`src/rtl/spike_rate_decoder.sv`:
```
// Spike-train rate/ISI decoder.
// Counts spikes over a programmable window and reports the count and the most
// recent inter-spike interval through a valid/ready result register.
//
// state   | meaning
// --------+-------------------------------------------------------------
// S_IDLE  | waiting for en with a non-zero window_len
// S_COUNT | sampling spike_in, window down-counter running
// S_HOLD  | result valid, waiting for out_ready; late spikes set missed
module spike_rate_decoder #(
   parameter int unsigned WIN_W = 8,
   parameter int unsigned CNT_W = 8,
   parameter int unsigned ISI_W = 8
) (
   input  logic             clk,
   input  logic             rst,
   input  logic             en,
   input  logic             spike_in,
   input  logic [WIN_W-1:0] window_len,
   output logic [CNT_W-1:0] rate_out,
   output logic [ISI_W-1:0] isi_out,
   output logic             sat,
   output logic             missed,
   output logic             out_valid,
   input  logic             out_ready,
   output logic             busy
);

   typedef enum logic [1:0] {
      S_IDLE  = 2'd0,
      S_COUNT = 2'd1,
      S_HOLD  = 2'd2
   } state_t;

   localparam logic [CNT_W-1:0] CNT_MAX = '1;
   localparam logic [ISI_W-1:0] ISI_MAX = '1;

   state_t           state_q, state_d;
   logic [WIN_W-1:0] remaining_q, remaining_d;
   logic [CNT_W-1:0] cnt_q, cnt_d, cnt_nx;
   logic [ISI_W-1:0] since_q, since_d, since_nx;
   logic [ISI_W-1:0] isi_acc_q, isi_acc_d, isi_acc_nx;
   logic             seen_q, seen_d, seen_nx;
   logic             sat_acc_q, sat_acc_d, sat_acc_nx;
   logic [CNT_W-1:0] rate_q, rate_d;
   logic [ISI_W-1:0] isi_q, isi_d;
   logic             sat_q, sat_d;
   logic             missed_q, missed_d;
   logic             valid_q, valid_d;
   logic             busy_q, busy_d;
   logic             start;

   // Accumulator update for this cycle's sample, then next-state and output decode.
   always_comb begin
      cnt_nx      = cnt_q;
      since_nx    = since_q;
      isi_acc_nx  = isi_acc_q;
      seen_nx     = seen_q;
      sat_acc_nx  = sat_acc_q;
      state_d     = state_q;
      remaining_d = remaining_q;
      cnt_d       = cnt_q;
      since_d     = since_q;
      isi_acc_d   = isi_acc_q;
      seen_d      = seen_q;
      sat_acc_d   = sat_acc_q;
      rate_d      = rate_q;
      isi_d       = isi_q;
      sat_d       = sat_q;
      missed_d    = missed_q;
      valid_d     = valid_q;
      start       = en && (window_len != '0);

      if (spike_in) begin
         if (cnt_q == CNT_MAX) begin
            sat_acc_nx = 1'b1;
         end else begin
            cnt_nx = cnt_q + CNT_W'(1);
         end
         // since counts gaps; the interval is one more than the gap
         if (seen_q) begin
            if (since_q == ISI_MAX) begin
               isi_acc_nx = ISI_MAX;
               sat_acc_nx = 1'b1;
            end else begin
               isi_acc_nx = since_q + ISI_W'(1);
            end
         end
         since_nx = '0;
         seen_nx  = 1'b1;
      end else if (since_q != ISI_MAX) begin
         since_nx = since_q + ISI_W'(1);
      end

      case (state_q)
         S_IDLE: begin
            if (start) begin
               state_d = S_COUNT;
            end
         end
         S_COUNT: begin
            if (!en) begin
               state_d = S_IDLE;
            end else begin
               remaining_d = remaining_q - WIN_W'(1);
               cnt_d       = cnt_nx;
               since_d     = since_nx;
               isi_acc_d   = isi_acc_nx;
               seen_d      = seen_nx;
               sat_acc_d   = sat_acc_nx;
               if (remaining_q == WIN_W'(1)) begin
                  rate_d   = cnt_nx;
                  isi_d    = isi_acc_nx;
                  sat_d    = sat_acc_nx;
                  missed_d = 1'b0;
                  valid_d  = 1'b1;
                  state_d  = S_HOLD;
               end
            end
         end
         S_HOLD: begin
            if (spike_in) begin
               missed_d = 1'b1;
            end
            if (valid_q && out_ready) begin
               valid_d = 1'b0;
               state_d = start ? S_COUNT : S_IDLE;
            end
         end
         default: state_d = S_IDLE;
      endcase

      // a fresh window loads the same way from IDLE or straight out of HOLD
      if ((state_q != S_COUNT) && (state_d == S_COUNT)) begin
         remaining_d = window_len;
         cnt_d       = '0;
         since_d     = '0;
         isi_acc_d   = '0;
         seen_d      = 1'b0;
         sat_acc_d   = 1'b0;
      end

      busy_d = (state_d == S_COUNT);
   end

   // State, counters and result registers with synchronous reset.
   always_ff @(posedge clk) begin
      if (rst) begin
         state_q     <= S_IDLE;
         remaining_q <= '0;
         cnt_q       <= '0;
         since_q     <= '0;
         isi_acc_q   <= '0;
         seen_q      <= 1'b0;
         sat_acc_q   <= 1'b0;
         rate_q      <= '0;
         isi_q       <= '0;
         sat_q       <= 1'b0;
         missed_q    <= 1'b0;
         valid_q     <= 1'b0;
         busy_q      <= 1'b0;
      end else begin
         state_q     <= state_d;
         remaining_q <= remaining_d;
         cnt_q       <= cnt_d;
         since_q     <= since_d;
         isi_acc_q   <= isi_acc_d;
         seen_q      <= seen_d;
         sat_acc_q   <= sat_acc_d;
         rate_q      <= rate_d;
         isi_q       <= isi_d;
         sat_q       <= sat_d;
         missed_q    <= missed_d;
         valid_q     <= valid_d;
         busy_q      <= busy_d;
      end
   end

   assign rate_out  = rate_q;
   assign isi_out   = isi_q;
   assign sat       = sat_q;
   assign missed    = missed_q;
   assign out_valid = valid_q;
   assign busy      = busy_q;

endmodule

```
`config.mk`:
```
export PLATFORM = sky130hd
export DESIGN_NAME = spike_rate_decoder
export DESIGN_NICKNAME = d
export VERILOG_FILES = /design/src/rtl/spike_rate_decoder.sv
export SDC_FILE = /design/constraint.sdc
export NUM_CORES = 1
export LEC_CHECK = 0
export ABC_CLOCK_PERIOD_IN_PS = 1900
export CORE_ASPECT_RATIO = 2
export CORE_MARGIN = 8
export CORE_UTILIZATION = 50
export DETAILED_ROUTE_END_ITERATION = 6
export DONT_BUFFER_PORTS = 1
export MAX_ROUTING_LAYER = met4
export PLACE_DENSITY = 0.66
export SLEW_MARGIN = 5
export SYNTH_ARGS = -nofsm -noshare
export SYNTH_HDL_FRONTEND = slang
export SYNTH_SLANG_ARGS = --single-unit
```
`constraint.sdc`:
```
create_clock -name clk -period 1.9 [get_ports clk]
set_input_delay 0.38 -clock clk [delete_from_list [all_inputs] [get_ports clk]]
set_output_delay 0.38 -clock clk [all_outputs]
set_load 0.1 [all_outputs]
```
Yosys cells after proc, flatten, opt, wreduce, memory -nomap -nowiden

Index checks and enable logic that the tools add are counted.

Reduce and logical (&&, ||, !) cells: 17
Equality and inequality tests: 12
$add $sub $neg: 3
Mux-type cells: 28

Operators by type and width:

| cell                  | number |
|---|---|
| $mux W8               | 10 |
| $add A8 B1 Y8 const B | 2 |
| $eq A8 B8 Y1 const B  | 2 |
| $mux W1               | 11 |
| $reduce_and A3 Y1     | 3 |
| $eq A8 B1 Y1 const B  | 1 |
| $mux W2               | 4 |
| $ne A2 B2 Y1 const B  | 4 |
| $ne A8 B8 Y1 const B  | 1 |
| $reduce_and A4 Y1     | 2 |
| $reduce_bool A2 Y1    | 4 |
| $reduce_bool A8 Y1    | 1 |
| $sub A8 B1 Y8 const B | 1 |
| $pmux W2 S3           | 1 |
| $eq A2 B1 Y1 const B  | 2 |
| $pmux W1 S2           | 2 |
| $reduce_and A2 Y1     | 2 |
| $logic_and A1 B1 Y1   | 3 |
| $eq A2 B2 Y1 const B  | 1 |
| $logic_not A2 Y1      | 1 |
| $ne A2 B1 Y1 const B  | 1 |
| $reduce_or A2 Y1      | 1 |

Bits in registers: 56
Input port bits: 13

Depth between registers and ports, before layout

Gate-level depths: netlist of the first run.

Depth in word-level cells: 9
Gate-level depth with buffers: 6

Worst setup path after synthesis of the first run

OpenSTA, ideal clock, no wires.

Kind: register to register
Start: register valid_q, in the netlist out_valid
End: register isi_acc_q[2]
Buffers on the path: 1
Arrival: 1.910 ns
Required time: 1.783 ns
Slack: -0.126 ns
Cell stages (with the launch flop): 6
Cell sequence: dfxtp_1 a21bo_2 nand3_2 o21ai_4 buf_6 nor2_2

Word-level cells in the longest chain between the ends: 6

RTL lines:

| item                       | line | text |
|---|---|---|
| from (decl)                | 49   | `logic valid_q, valid_d;` |
| from (signal assigned)     | 174  | `valid_q <= valid_d;` |
| $logic_and A1 B1 Y1        | 125  | `if (valid_q && out_ready) begin` |
| $mux W2                    | 125  |  |
| $pmux W2 S3                | 95   | `case (state_q)` |
| $eq A2 B1 Y1               | 134  | `if ((state_q != S_COUNT) && (state_d == S_COUNT)) begin` |
| $logic_and A1 B1 Y1        | 134  |  |
| $reduce_or A2 Y1 (no line) | -    |  |
| to (signal assigned)       | 167  | `isi_acc_q <= isi_acc_d;` |
| to (decl)                  | 42   | `logic [ISI_W-1:0] isi_acc_q, isi_acc_d, isi_acc_nx;` |

Every way passes these cells.
A chain may end at the register's enable or synchronous reset.

Worst setup path after layout of the first run

Start: register cnt_q[0]
End: register cnt_q[1]

Word-level cells in the longest chain between the ends: 3
Elaborated cells between the ends (all ways): 4
Classes of those cells: 1 x add/sub; 1 x eq/ne; 2 x mux

RTL lines:

| item                                                 | line   | text |
|---|---|---|
| from (decl)                                          | 40     | `logic [CNT_W-1:0] cnt_q, cnt_d, cnt_nx;` |
| from (signal assigned)                               | 165    | `cnt_q <= cnt_d;` |
| $add A8 B1 Y8 / $eq A8 B8 Y1 (equally long branches) | 78, 75 |  |
| $mux W8 *                                            | 75     | `if (cnt_q == CNT_MAX) begin` |
| $mux W8 *                                            | 74     | `if (spike_in) begin` |

Every way passes the cells marked *; elsewhere a longest branch is shown, timed or not.

==> qor.csv, run 1 <==
stage,metric,value,unit
logic_synthesis,post-synth cell types,63,
route,Antenna Nets Post-Route,0,
timing,hold slack,0.153,ns
clock_network,Inserted Clock Buffers,5,
logic_synthesis,post-synthesis xor/xnor area fraction,0.0215,
setup_path,reg2reg end,cnt_q[1],
timing,setup tns final,0,ns
timing,final setup skew,0.00762,ns
pwr,Cell Pwr Density,753,mW/mm^2
logic_synthesis,#FFs+latches synth,56,
die,IO Count,33,
final_layout,antenna fix cells,0,
logic_synthesis,most used flip-flop cell after synthesis,dfxtp_1,
setup_path,crit path kind,register to register,
setup_path,critical path peak fanout,8,
logic_synthesis,most frequent cells after synthesis,"dfxtp_1, a21oi_1, nand2_1",
place,Placed Cells,403,
setup_path,WP data required,2.07,ns
grt,gr usage total,0.169,
clock_network,CTS root buf,clkbuf_16,
logic_synthesis,"FFs w/ async S/R, synth",0,
place,hpwl dp,4980,um
timing,Fin. Hold Viols,0,
clock_network,CTS clock-pin slew for the worst setup and hold paths,0.07,ns
place,DP Worst Slack,0.0423,ns
timing,RSZ-0062 raised after global routing,yes,
timing,fmax,552,MHz
logic_synthesis,largest family of logic cells by synthesized area,compound AO/OA/AOI/OAI gates,
route,DRC,0,
die,Rows,39,
setup_path,r2r setup slk,0.09,ns
place,placed inst area,0.00308,mm^2
route,initial drt markers,163,
pwr,Peak supply drop,0.769,mV
timing,worst slew pin tran,0.605,ns
route,Vias,2570,
route,Routed WL,7070,um
clock_network,Max Root-Sink Buffers,2,
logic_synthesis,simple-gate share of the synthesized area,0.222,
setup_path,worst reg2reg startpoint,cnt_q[0],
final_layout,synth-to-layout area growth,14.0,%
route,via density per instance,6.24,
timing,min Tclk post-route,1.81,ns
logic_synthesis,top-area cell type share of the netlist area,0.392,
setup_path,Startpoint Class,register,
route,1st-pass router iterations,4,
final_layout,ratio of cells with drive above 1 in the final layout,0.214,
place,IO buf count,0,
setup_path,CP Capture Point,cnt_q[1],
place,GP Congestion,0.867,
logic_synthesis,adder-cell area share of the yosys netlist,0.0175,
logic_synthesis,largest cells by area after synthesis,"dfxtp_1, a21oi_1, o21ai_0, nand2_1, nor2_2",
logic_synthesis,Synth Area in Compound Gates,0.276,
timing,slew margin rel.,0.595,
grt,first-pass GRT wire length,11900,um
logic_synthesis,Syn Area/Cell,8.77,um^2
setup_path,crit end category,register,
logic_synthesis,synthesized instance count,326,
die,initial core utilization,0.509,
clock_network,CTS tree,done,
timing,setup ws final,0.0874,ns
logic_synthesis,mux cell area share after synthesis,0.0175,
final_layout,post-layout util,0.581,
logic_synthesis,sequential-to-total area share from yosys stat,0.392,
grt,vias in the first global route,2453,
logic_synthesis,"EDFF count, synth",0,
logic_synthesis,Synth Cell Area,0.00286,mm^2
setup_path,crit path DAT,1.98,ns
outcome,status,finished clean,
pwr,PnR Total Power,2.45,mW
setup_path,crit path launch,cnt_q[0],
logic_synthesis,syn nets,343,
logic_synthesis,top-count cell post-synth,dfxtp_1,
die,Core Box Area,0.00561,mm^2
clock_network,H-tree Lvls,2,
job,max_cap viols,0,
die,total die area,0.00854,mm^2
clock_network,clk_lat worst skew,0.29,ns
final_layout,Finished Cell Area,0.00326,mm^2
final_layout,NumNets Final,367,
final_layout,fin cells,412,
timing,final slew viol count,0,
timing,Final setup viols,0,
grt,largest net degree at the start of global routing,28,
timing,Final Cycle Share,0.954,
min_path,Min-Delay Path Class,primary input to register,
pwr,Lkg Pwr,1.16,nW
grt,initial antenna violation count,0,
logic_synthesis,synth warn,0,
logic_synthesis,cell taking the most area after synthesis,dfxtp_1,
die,die span in y,123,um
clock_network,setup bufs post-CTS,0,
die,Die Wd,69.5,um
setup_path,worst r2r path cells,5,
route,Routed WL per cell,17.2,um
clock_network,clk sink count,56,
grt,GRT overflow,0,
repair_timing:
item                       in CTS  in global routing
hold buffers                    0                  0
setup endpoints to repair       0                 14
resized for setup               0                  2
cells in the final DEF, fill, tap and decap left out, types with 5 or more instances in the layout:
master | synthesis | final
o22ai_1 | 6 | 6
dfxtp_1 | 56 | 55
buf_4 | 3 | 33
nand3_1 | 12 | 12
inv_1 | 13 | 13
o211ai_1 | 9 | 9
a31oi_1 | 5 | 5
nand2_1 | 26 | 26
o21ai_0 | 23 | 22
nor2_1 | 13 | 13
nor2_2 | 11 | 11
mux2i_1 | 5 | 5
a21oi_2 | 5 | 5
a21oi_1 | 26 | 26
nand4_1 | 5 | 5
or3_1 | 6 | 6
nor3_1 | 9 | 9
clkbuf_16 | 0 | 5
flip-flops by register name (all words and copies together) (netlist names):
signal       cells
cnt_q            8
isi_acc_q        8
isi_out          8
rate_out         8
remaining_q      8
since_q          8
state_q          2
busy             1
missed           1
out_valid        1
sat              1
sat_acc_q        1
seen_q           1
layer usage:
| layer | vias up | GRT usage | part of all wire |
|---|---|---|---|
| li1 | 1271 | - | - |
| met1 | 1239 | 0.200 | 0.44 |
| met2 | 52 | 0.278 | 0.49 |
| met3 | 8 | 0.0353 | 0.051 |
| met4 | 0 | 0.0594 | 0.014 |
| met5 | - | - | 0 |
critical path: stages (launching register included):
cell and delay (ns):
dfxtp_1 0.43, ha_1 0.27, nand4_1 0.25, o21ai_2 0.41, mux2i_1 0.28, nor2_2 0.04
cell families (layout without fill, tap and decap cells):
| logic type | count (synthesis) | after routing |
|---|---|---|
| xor gates and xnor gates | 7 | 7 |
| buffers and inverters | 30 | 54 |
| adders and majority gates | 4 | 4 |
| and+or+nand+nor | 108 | 108 |
| AOI/OAI and AO/OA | 116 | 117 |
| DFF | 56 | 56 |
| muxes | 5 | 5 |
power breakdown:
part           switching, mW  internal [mW]
registers             0.0225           1.19
logic                  0.138         0.0682
clock network          0.408          0.621
worst min path at each step:
stage,from,cells after the start,slack [ns],endpoint
global placement,rate_out[3],2,0.43,rate_out[3]
finish,rst,1,0.15,out_valid
global route,rst,1,0.14,remaining_q[5]
floorplan,sat_acc_q,2,0.44,sat_acc_q
CTS,rst,1,0.15,out_valid
detailed placement,isi_out[2],2,0.44,isi_out[2]
area by class of cell:
| class | instances | area [um^2] |
|---|---|---|
| Fill cell | 501 | 2350 |
| Multi-Input combinational cell | 241 | 1600 |
| Sequential cell | 56 | 1120 |
| Timing Repair Buffer | 33 | 248 |
| Clock buffer | 6 | 129 |
| Tap cell | 61 | 76.3 |
| Inverter | 13 | 48.8 |
| Clock inverter | 2 | 35.0 |
Power figures use the tool's default switching activity.
==> inputs of run 2 (changes only) <==
--- a/config.mk
+++ b/config.mk
@@ -13,6 +13,7 @@
 export DONT_BUFFER_PORTS = 1
 export MAX_ROUTING_LAYER = met4
 export PLACE_DENSITY = 0.66
+export RECOVER_POWER = 25
 export SLEW_MARGIN = 5
 export SYNTH_ARGS = -nofsm -noshare
 export SYNTH_HDL_FRONTEND = slang
==> run 2 against run 1 <==
Worst setup slack got worse by 0.0060 ns. Worst hold slack got worse by 0.0014 ns. Register-to-register slack barely moved. Via count fell by 0.16%.
==> qor.csv, run 2 (synthesis gave the netlist of run 1 again) <==
stage,metric,value,unit,change
timing,Final setup viols,0,,unchanged
setup_path,crit path launch,cnt_q[0],,unchanged
setup_path,CP Capture Point,cnt_q[1],,unchanged
route,DRC,0,,unchanged
place,hpwl dp,4980,um,unchanged
final_layout,"commonest non-fill, non-tap cells in the layout","dfxtp_1, nand2_1, a21oi_1, o21ai_0, clkbuf_2",,"was dfxtp_1, buf_4, nand2_1, a21oi_1, o21ai_0"
grt,initial antenna violation count,0,,unchanged
final_layout,fillers,515,,was 501
die,initial core utilization,0.509,,unchanged
route,Antenna Nets Post-Route,0,,unchanged
place,IO buf count,0,,unchanged
setup_path,crit end category,register,,unchanged
route,initial drt markers,160,,was 163
pwr,Cell Pwr Density,762,mW/mm^2,was 753 mW/mm^2
timing,slew margin rel.,0.596,,was 0.595
outcome,status,finished clean,,unchanged
timing,fmax,550,MHz,was 552 MHz
die,Die Wd,69.5,um,unchanged
clock_network,clk_lat worst skew,0.29,ns,about the same
place,DP Worst Slack,0.0423,ns,unchanged
route,Routed WL per cell,17.1,um,was 17.2 um
setup_path,crit path DAT,1.98,ns,about the same
pwr,switch share,0.231,,was 0.232
clock_network,setup bufs post-CTS,0,,unchanged
route,via density per instance,6.23,,was 6.24
pwr,internal power,1.88,mW,about the same
route,Routed WL,7030,um,was 7070 um
grt,largest net degree at the start of global routing,28,,unchanged
timing,worst slew pin tran,0.604,ns,was 0.605 ns
pwr,Sw Pwr,0.566,mW,was 0.568 mW
timing,Final Cycle Share,0.957,,was 0.954
setup_path,worst r2r path cells,5,,unchanged
clock_network,clk sink count,56,,unchanged
setup_path,crit path kind,register to register,,unchanged
job,max_cap viols,0,,unchanged
die,Rows,39,,unchanged
pwr,Seq pwr share,0.497,,was 0.496
die,Core Box Area,0.00561,mm^2,unchanged
timing,final setup skew,0.00801,ns,was 0.00762 ns
clock_network,Max Root-Sink Buffers,2,,unchanged
grt,gr usage total,0.169,,unchanged
setup_path,worst reg2reg startpoint,cnt_q[0],,unchanged
final_layout,antenna fix cells,0,,unchanged
grt,first-pass GRT wire length,11900,um,unchanged
clock_network,H-tree Lvls,2,,unchanged
setup_path,CP peak stage delay,0.42,ns,was 0.43 ns
grt,GRT overflow,0,,unchanged
pwr,combinational power share,0.083,,was 0.084
min_path,Min-Delay Path Class,primary input to register,,unchanged
timing,final slew viol count,0,,unchanged
final_layout,ratio of cells with drive above 1 in the final layout,0.214,,unchanged
die,total die area,0.00854,mm^2,unchanged
setup_path,Startpoint Class,register,,unchanged
timing,min Tclk post-route,1.82,ns,was 1.81 ns
clock_network,Inserted Clock Buffers,5,,unchanged
timing,RSZ-0062 raised after global routing,yes,,unchanged
setup_path,crit path cell chain,"ha_1, nand4_1, o21ai_2, mux2i_1, nor2_2",,unchanged
pwr,Peak supply drop,0.769,mV,about the same
setup_path,slowest CP cell,dfxtp_1,,unchanged
grt,vias in the first global route,2453,,unchanged
timing,Fin. Hold Viols,0,,unchanged
setup_path,r2r setup slk,0.08,ns,was 0.09 ns
setup_path,critical path peak fanout,8,,unchanged
die,IO Count,33,,unchanged
route,1st-pass router iterations,4,,unchanged
final_layout,"leading cell type in the layout, fill and taps excluded",dfxtp_1,,unchanged
timing,setup tns final,0,ns,unchanged
route,Vias,2566,,"was 2,570"
final_layout,NumNets Final,367,,unchanged
setup_path,reg2reg end,cnt_q[1],,unchanged
pwr,Clk network pwr share,0.419,,about the same
clock_network,CTS root buf,clkbuf_16,,unchanged
setup_path,WP data required,2.07,ns,about the same
clock_network,CTS clock-pin slew for the worst setup and hold paths,0.07,ns,about the same
place,GP Congestion,0.867,,unchanged
clock_network,CTS tree,done,,unchanged
die,die span in y,123,um,unchanged
pwr,Lkg Pwr,1.14,nW,was 1.16 nW
timing,setup ws final,0.0814,ns,was 0.0874 ns
final_layout,synth-to-layout area growth,12.4,%,was 14.0%
run 2: changes by cell type in the layout (fill, tap and decap cells not counted), sizes merged:
cell / previous run / this run
clkbuf: 6 / 24
buf: 33 / 15
run 2: worst max-delay path, delay by kind of cell (launching register included):
family,cells,cell delay (ns)
AOI/OAI and AO/OA,1,0.42
muxes,1,0.29
DFF,1,0.42
adders and majority gates,1,0.27
and+or+nand+nor,2,0.30
run 2: worst min-delay path by stage:
| stage | startpoint | end | slack (ns) | cells after the start |
|---|---|---|---|---|
| after floorplan | sat_acc_q | sat_acc_q | 0.44 | 2 |
| after global placement | rate_out[3] | rate_out[3] | 0.43 | 2 |
| after detailed placement | isi_out[2] | isi_out[2] | 0.44 | 2 |
| after CTS | rst | out_valid | 0.15 | 1 |
| after global routing | rst | remaining_q[5] | 0.14 | 1 |
| final | rst | out_valid | 0.15 | 1 |
run 2: power groups by stage:
stage                     combinational, mW  clock [mW]  sequential, mW
after CTS                             0.201        1.04            1.22
after global placement                0.197           0            1.24
after detailed placement              0.200           0            1.24
after global routing                  0.224        1.09            1.22
final                                 0.204        1.03            1.22
after floorplan                       0.144           0            1.27
run 2: area by class of cell:
| type | instances | area (um^2) | area share |
|---|---|---|---|
| flip-flops and latches | 56 | 1120 | 0.349 |
| inverters | 13 | 48.8 | 0.0152 |
| well taps | 61 | 76.3 | 0.0238 |
| clock buffers | 6 | 129 | 0.0401 |
| clock inverters | 2 | 35.0 | 0.0109 |
| repair buffers | 33 | 203 | 0.0631 |
| multi-input cells | 241 | 1600 | 0.498 |
run 2: repair_timing:
item,in CTS,in global routing
gates resized for setup,0,2
setup endpoints to repair,0,14
hold buffers,0,0
run 2: through the flow:
stage	hold slack, ns	cell area, um^2	std cells	total power, mW	util
CTS	0.148	3240	411	2.46	0.578
global placement	0.434	3080	403	1.44	0.548
finish	0.151	3210	412	2.45	0.573
detailed placement	0.440	3080	403	1.44	0.548
global route	0.143	3210	412	2.54	0.573
floorplan	0.438	2860	326	1.41	-
run 2: metal layers:
metal / GRT usage / routed length [um]
met1: 0.200 / 3080
met2: 0.278 / 3430
met4: 0.0594 / 101
met3: 0.0353 / 420
met5: - / 0
